`src/rtl/router_pkg.sv`:
```
// Shared types and constants for the router packet write controller.
// Header layout: addr in [1:0], payload length in [7:2].
package router_pkg;

  localparam int NUM_PORTS   = 3;
  localparam int TIMEOUT_DEF = 30;

  localparam logic [1:0] ADDR_INVALID = 2'd3;

  localparam int ADDR_LSB = 0;
  localparam int ADDR_MSB = 1;
  localparam int LEN_LSB  = 2;
  localparam int LEN_MSB  = 7;

  typedef enum logic [1:0] {
    IDLE    = 2'd0,
    PAYLOAD = 2'd1,
    PARITY  = 2'd2
  } state_e;

  // One-hot port select; the reserved address maps to no port.
  function automatic logic [NUM_PORTS-1:0] port_sel(input logic [1:0] addr);
    logic [NUM_PORTS-1:0] sel;
    sel = '0;
    for (int i = 0; i < NUM_PORTS; i++) begin
      if (addr == 2'(i)) sel[i] = 1'b1;
    end
    return sel;
  endfunction

endpackage

```
`src/rtl/router_timeout.sv`:
```
// Per-port unread watchdog: pulses soft_reset for one cycle after TIMEOUT
// consecutive cycles of a non-empty FIFO that is not being read.
module router_timeout
  import router_pkg::*;
#(
  parameter int TIMEOUT = TIMEOUT_DEF
) (
  input  logic clk,
  input  logic resetn,
  input  logic fifo_empty,
  input  logic read_enb,
  output logic soft_reset
);

  localparam int CNT_W = (TIMEOUT > 1) ? $clog2(TIMEOUT) : 1;

  logic [CNT_W-1:0] cnt_q, cnt_d;
  logic             soft_reset_q, soft_reset_d;

  always_comb begin
    cnt_d        = cnt_q;
    soft_reset_d = 1'b0;
    if (read_enb || fifo_empty) begin
      cnt_d = '0;
    end else if (cnt_q == CNT_W'(TIMEOUT - 1)) begin
      cnt_d        = '0;
      soft_reset_d = 1'b1;
    end else begin
      cnt_d = cnt_q + CNT_W'(1);
    end
  end

  always_ff @(posedge clk) begin
    if (!resetn) begin
      cnt_q        <= '0;
      soft_reset_q <= 1'b0;
    end else begin
      cnt_q        <= cnt_d;
      soft_reset_q <= soft_reset_d;
    end
  end

  assign soft_reset = soft_reset_q;

endmodule

```
`src/rtl/router_pkt_ctrl.sv`:
```
// Packet write controller: parses header/payload/parity, steers bytes into
// one of the output FIFOs, stalls on full, flags parity/header/abort errors.
module router_pkt_ctrl
  import router_pkg::*;
#(
  parameter int TIMEOUT = TIMEOUT_DEF
) (
  input  logic                 clk,
  input  logic                 resetn,
  input  logic                 pkt_valid,
  input  logic [7:0]           data_in,
  input  logic [NUM_PORTS-1:0] fifo_full,
  input  logic [NUM_PORTS-1:0] fifo_empty,
  input  logic [NUM_PORTS-1:0] read_enb,
  output logic [NUM_PORTS-1:0] write_enb,
  output logic [7:0]           fifo_data,
  output logic                 busy,
  output logic [NUM_PORTS-1:0] vld_out,
  output logic [NUM_PORTS-1:0] soft_reset,
  output logic                 err
);

  localparam int LEN_W = LEN_MSB - LEN_LSB + 1;

  state_e               state_q, state_d;
  logic [1:0]           dest_q, dest_d;
  logic [LEN_W-1:0]     rem_q, rem_d;
  logic [7:0]           par_q, par_d;
  logic                 err_q, err_d;

  logic [1:0]           hdr_addr;
  logic [LEN_W-1:0]     hdr_len;
  logic                 hdr_ok;
  logic [NUM_PORTS-1:0] hdr_sel, dest_sel, soft_reset_w;
  logic                 abort;
  logic                 busy_c;
  logic [NUM_PORTS-1:0] we_c;

  assign hdr_addr = data_in[ADDR_MSB:ADDR_LSB];
  assign hdr_len  = data_in[LEN_MSB:LEN_LSB];
  assign hdr_ok   = (hdr_addr != ADDR_INVALID) && (hdr_len != '0);
  assign hdr_sel  = port_sel(hdr_addr);
  assign dest_sel = port_sel(dest_q);
  assign abort    = |(soft_reset_w & dest_sel);

  always_comb begin
    state_d = state_q;
    dest_d  = dest_q;
    rem_d   = rem_q;
    par_d   = par_q;
    err_d   = 1'b0;
    busy_c  = 1'b0;
    we_c    = '0;
    case (state_q)
      IDLE: begin
        if (hdr_ok) busy_c = |(fifo_full & hdr_sel);
        if (pkt_valid && !busy_c) begin
          if (hdr_ok) begin
            we_c    = hdr_sel;
            dest_d  = hdr_addr;
            rem_d   = hdr_len;
            par_d   = data_in;
            state_d = PAYLOAD;
          end else begin
            err_d = 1'b1;
          end
        end
      end
      PAYLOAD: begin
        if (abort) begin
          busy_c  = 1'b1;
          err_d   = 1'b1;
          state_d = IDLE;
        end else begin
          busy_c = |(fifo_full & dest_sel);
          if (pkt_valid && !busy_c) begin
            we_c  = dest_sel;
            par_d = par_q ^ data_in;
            rem_d = rem_q - LEN_W'(1);
            if (rem_q == LEN_W'(1)) state_d = PARITY;
          end
        end
      end
      PARITY: begin
        if (abort) begin
          busy_c  = 1'b1;
          err_d   = 1'b1;
          state_d = IDLE;
        end else begin
          busy_c = |(fifo_full & dest_sel);
          if (pkt_valid && !busy_c) begin
            // Parity byte is still written so downstream sees the whole packet.
            we_c    = dest_sel;
            err_d   = (data_in != par_q);
            state_d = IDLE;
          end
        end
      end
      default: state_d = IDLE;
    endcase
    if (!resetn) begin
      busy_c = 1'b0;
      we_c   = '0;
    end
  end

  always_ff @(posedge clk) begin
    if (!resetn) begin
      state_q <= IDLE;
      dest_q  <= '0;
      rem_q   <= '0;
      par_q   <= '0;
      err_q   <= 1'b0;
    end else begin
      state_q <= state_d;
      dest_q  <= dest_d;
      rem_q   <= rem_d;
      par_q   <= par_d;
      err_q   <= err_d;
    end
  end

  for (genvar i = 0; i < NUM_PORTS; i++) begin : g_timeout
    router_timeout #(.TIMEOUT(TIMEOUT)) u_timeout (
      .clk        (clk),
      .resetn     (resetn),
      .fifo_empty (fifo_empty[i]),
      .read_enb   (read_enb[i]),
      .soft_reset (soft_reset_w[i])
    );
  end

  assign write_enb  = we_c;
  assign busy       = busy_c;
  assign fifo_data  = data_in;
  assign vld_out    = ~fifo_empty;
  assign soft_reset = soft_reset_w;
  assign err        = err_q;

endmodule

```
`config.mk`:
```
export PLATFORM = sky130hd
export DESIGN_NAME = router_pkt_ctrl
export DESIGN_NICKNAME = d
export VERILOG_FILES = /design/src/rtl/router_pkg.sv /design/src/rtl/router_timeout.sv /design/src/rtl/router_pkt_ctrl.sv
export SDC_FILE = /design/constraint.sdc
export NUM_CORES = 1
export LEC_CHECK = 0
export CAP_MARGIN = 30
export CORE_ASPECT_RATIO = 0.9
export CORE_MARGIN = 10
export CORE_UTILIZATION = 53
export DETAILED_ROUTE_END_ITERATION = 16
export GPL_ROUTABILITY_DRIVEN = 1
export PLACE_DENSITY = 0.79
export SLEW_MARGIN = 20
export SYNTH_ARGS = -nofsm -noshare
export SYNTH_HDL_FRONTEND = slang
export SYNTH_SLANG_ARGS = --single-unit
```
`constraint.sdc`:
```
create_clock -name clk -period 2.6 [get_ports clk]
set_clock_uncertainty 0.15 [all_clocks]
set_input_delay 0.39 -clock clk [delete_from_list [all_inputs] [get_ports clk]]
set_output_delay 0.39 -clock clk [all_outputs]
set_load 0.005 [all_outputs]
```
==> flow_summary.toml <==
[timing]
period_share_pct = 96.4
fin_setup_tns_ps = 0
setup_violations = 0
worst_pin_slew_ps = 376
period_minus_slack_ps = 2510
worst_slack_ps = 94.4
clock.fmax_mhz = 399
holdWs_ps = 317
grt_setup_unrepaired = "no"
max-slew-margin-rel_pct = 74.7
finalMaxSlewViolations = 0
hold_violations = 0

[routing]
wl_per_cell_um = 14.5
drc_errors = 0
vias = 2097
viasPerCell = 5.49
wl_mm = 5.54
ant_nets = 0
drt-pass1-iter-count = 4
drtIter0Drc = 135

[min_path]
hold_class = "reg -> reg"

[run_status]
status = "completed"

[global_routing]
antenna_found_initial = 0
grt_max_degree = 39
gr-usage-all-layers_pct = 14.7
grt_remaining_overflow = 0
grt_pass1_vias = 1988
grt_pass1_wl_mm = 9.33

[logic_synthesis]
syn_inst = 275
synth_seq_area_share_pct = 31.3
syn_nets = 307
synth_area_um2 = 2360
synth_ff_type = "dfxtp_1"
synth_edf_count = 0
ys_seq_elements = 37
yosys_warnings = 0
synthArstFlopShare_pct = 0
ys_types = 46
synth_area_per_cell_um2 = 8.60

[cts]
cts_root_buffer = "clkbuf_8"
cts_tree = "yes"
numClockSinks = 37
clk_path_buf_depth = 2
clk_latency_ps = 300
cts_made_buffers = 5
hold_buffers = 0
cts.clk_slew.worst_paths_ps = 70
htree_levels = 2

[placement]
gp_congestion = 0.813
place_inst = 373
portBuffers = 38
dp_slack_ps = -541
postPlaceCellArea_um2 = 2840
dpl.hpwl_mm = 4.18

[floorplanning]
die_h_um = 83.4
num_rows = 22
io_pins = 39
design.die.area_um2 = 7540
initial_core_util_pct = 56.5
coreArea_um2 = 4180
die_w_um = 90.4

[worst_setup_path]
critPathRequiredTime_ps = 2060
crit_fanout = 2
worstPathArrival_ps = 1970
critical_path_class = "in -> out"
cp-end-kind = "output pin"
worstSetupStartpointType = "primary input"

[final_layout]
drive_above_1_share_pct = 16.8
postLayoutCoreUtil_pct = 70.8
nets = 353
fin_area_um2 = 2960
final_cells = 382
diodes = 0
syn_to_final_growth_pct = 25.3

[power_and_ir_drop]
peakVddDrop_mv = 0.463
power_mw = 2.04
powerDensity_nw_per_um2 = 688
power_leakage_nw = 1.17

[job]
drv_cap = 0
## cell type report
class                   count  area, um2
clock buffers               5       68.8
flip-flops and latches     37        744
multi-input cells         198       1440
well taps                  60       75.1
repair buffers             64        559
inverters                  15       56.3
clock inverters             3       22.5
fillers                   334       1220
## power breakdown
part           switching [mW]  internal, mW  leakage [nW]
Combinational           0.475         0.407         0.821
Clock                   0.226         0.190        0.0481
Sequential             0.0853         0.656         0.302
## synth_stat cells, types with 2 or more instances
cell	number	area share [%]
clkbuf_1	5	0.79
mux2i_1	3	1.3
xor2_1	14	5.2
nand2b_1	12	3.2
inv_1	13	2.1
buf_4	13	4.1
a311o_1	8	3.4
and4_1	8	3.0
a21oi_1	12	2.5
nor2b_1	8	2.1
o21ai_0	3	0.63
nor4_1	6	1.6
nand3_1	12	2.5
nand4_1	3	0.79
a31o_1	3	1.1
buf_6	3	1.4
dfxtp_1	37	31
a31oi_1	11	2.9
ha_1	12	6.3
nand2_1	19	3.0
xnor2_1	3	1.1
buf_2	3	0.63
o211ai_1	3	0.95
nor3_1	2	0.42
or3b_1	2	0.74
o21ai_1	5	1.1
inv_2	2	0.32
nor2_1	26	4.1
nand3b_1	7	2.2
## metal layers
metal	global-route usage, %	vias up	routed length [um]
met5	0	-	0
met4	6.03	0	111
met3	4.23	10	308
met2	25.0	50	2680
met1	16.9	974	2440
li1	-	1063	-
## state kept, by name, indices dropped and copies added, names as in the netlist
signal                          flops
dest_q                              2
par_q                               8
g_timeout.u_timeout.cnt_q          15
rem_q                               6
err                                 1
g_timeout.u_timeout.soft_reset      3
state_q                             2
## final timing paths
check                                                           startpoint                                          to  slack, ps  cells after the start
worst max register to register                      dest_q[0]$_SDFFE_PN0P_                       par_q[1]$_SDFFE_PN0P_        530                      6
worst min register to register  g_timeout[2].u_timeout.cnt_q[0]$_SDFF_PP0_  g_timeout[2].u_timeout.cnt_q[0]$_SDFF_PP0_        320                      1
worst max-delay path                                            data_in[7]                                write_enb[0]         90                      7
worst min-delay path            g_timeout[2].u_timeout.cnt_q[0]$_SDFF_PP0_  g_timeout[2].u_timeout.cnt_q[0]$_SDFF_PP0_        320                      1
## cell usage in the layout, fill, tap and decap left out, drive strengths merged, types with 3 or more instances in the layout
cell	netlist	layout
dlygate4sd2	0	7
nand4	3	3
a21oi	12	12
clkbuf	5	6
xor2	14	14
nand3b	7	7
nand2	19	19
nor2b	8	8
nor2	26	26
and4	8	8
nand2b	12	12
nor4	6	6
buf	20	27
dfxtp	37	37
a31oi	11	11
a31o	3	3
xnor2	3	3
a311o	8	8
ha	12	12
mux2i	4	4
o21ai	8	8
inv	15	15
clkinv	0	3
nand3	12	12
o211ai	4	4
clkdlybuf4s50	0	27
## worst max-delay path, cell delays in order
cell and delay, ps:
clkdlybuf4s50_1 500, nor2_1 70, a22o_4 230, nor3_4 160, or3b_1 360, a21oi_1 120, buf_2 130
## cells by family (layout without fill, tap and decap cells)
group | Yosys count | count (layout) | share of synthesized area [%]
adder cells (fa/ha/maj) | 12 | 12 | 6.35
buffers and inverters | 40 | 87 | 9.52
flip-flops | 37 | 37 | 31.3
AO/OA/AOI/OAI | 57 | 57 | 19.6
AND/OR/NAND/NOR | 107 | 107 | 24.6
multiplexers | 5 | 5 | 2.33
XOR/XNOR | 17 | 17 | 6.30
## timing repair
action / 4_1_cts / 5_1_grt
resized for setup: 17 / 9
pin swaps: 0 / 3
setup endpoints to repair: 4 / 3
setup buffers: 0 / 1
(Power assumes the default switching activity.)
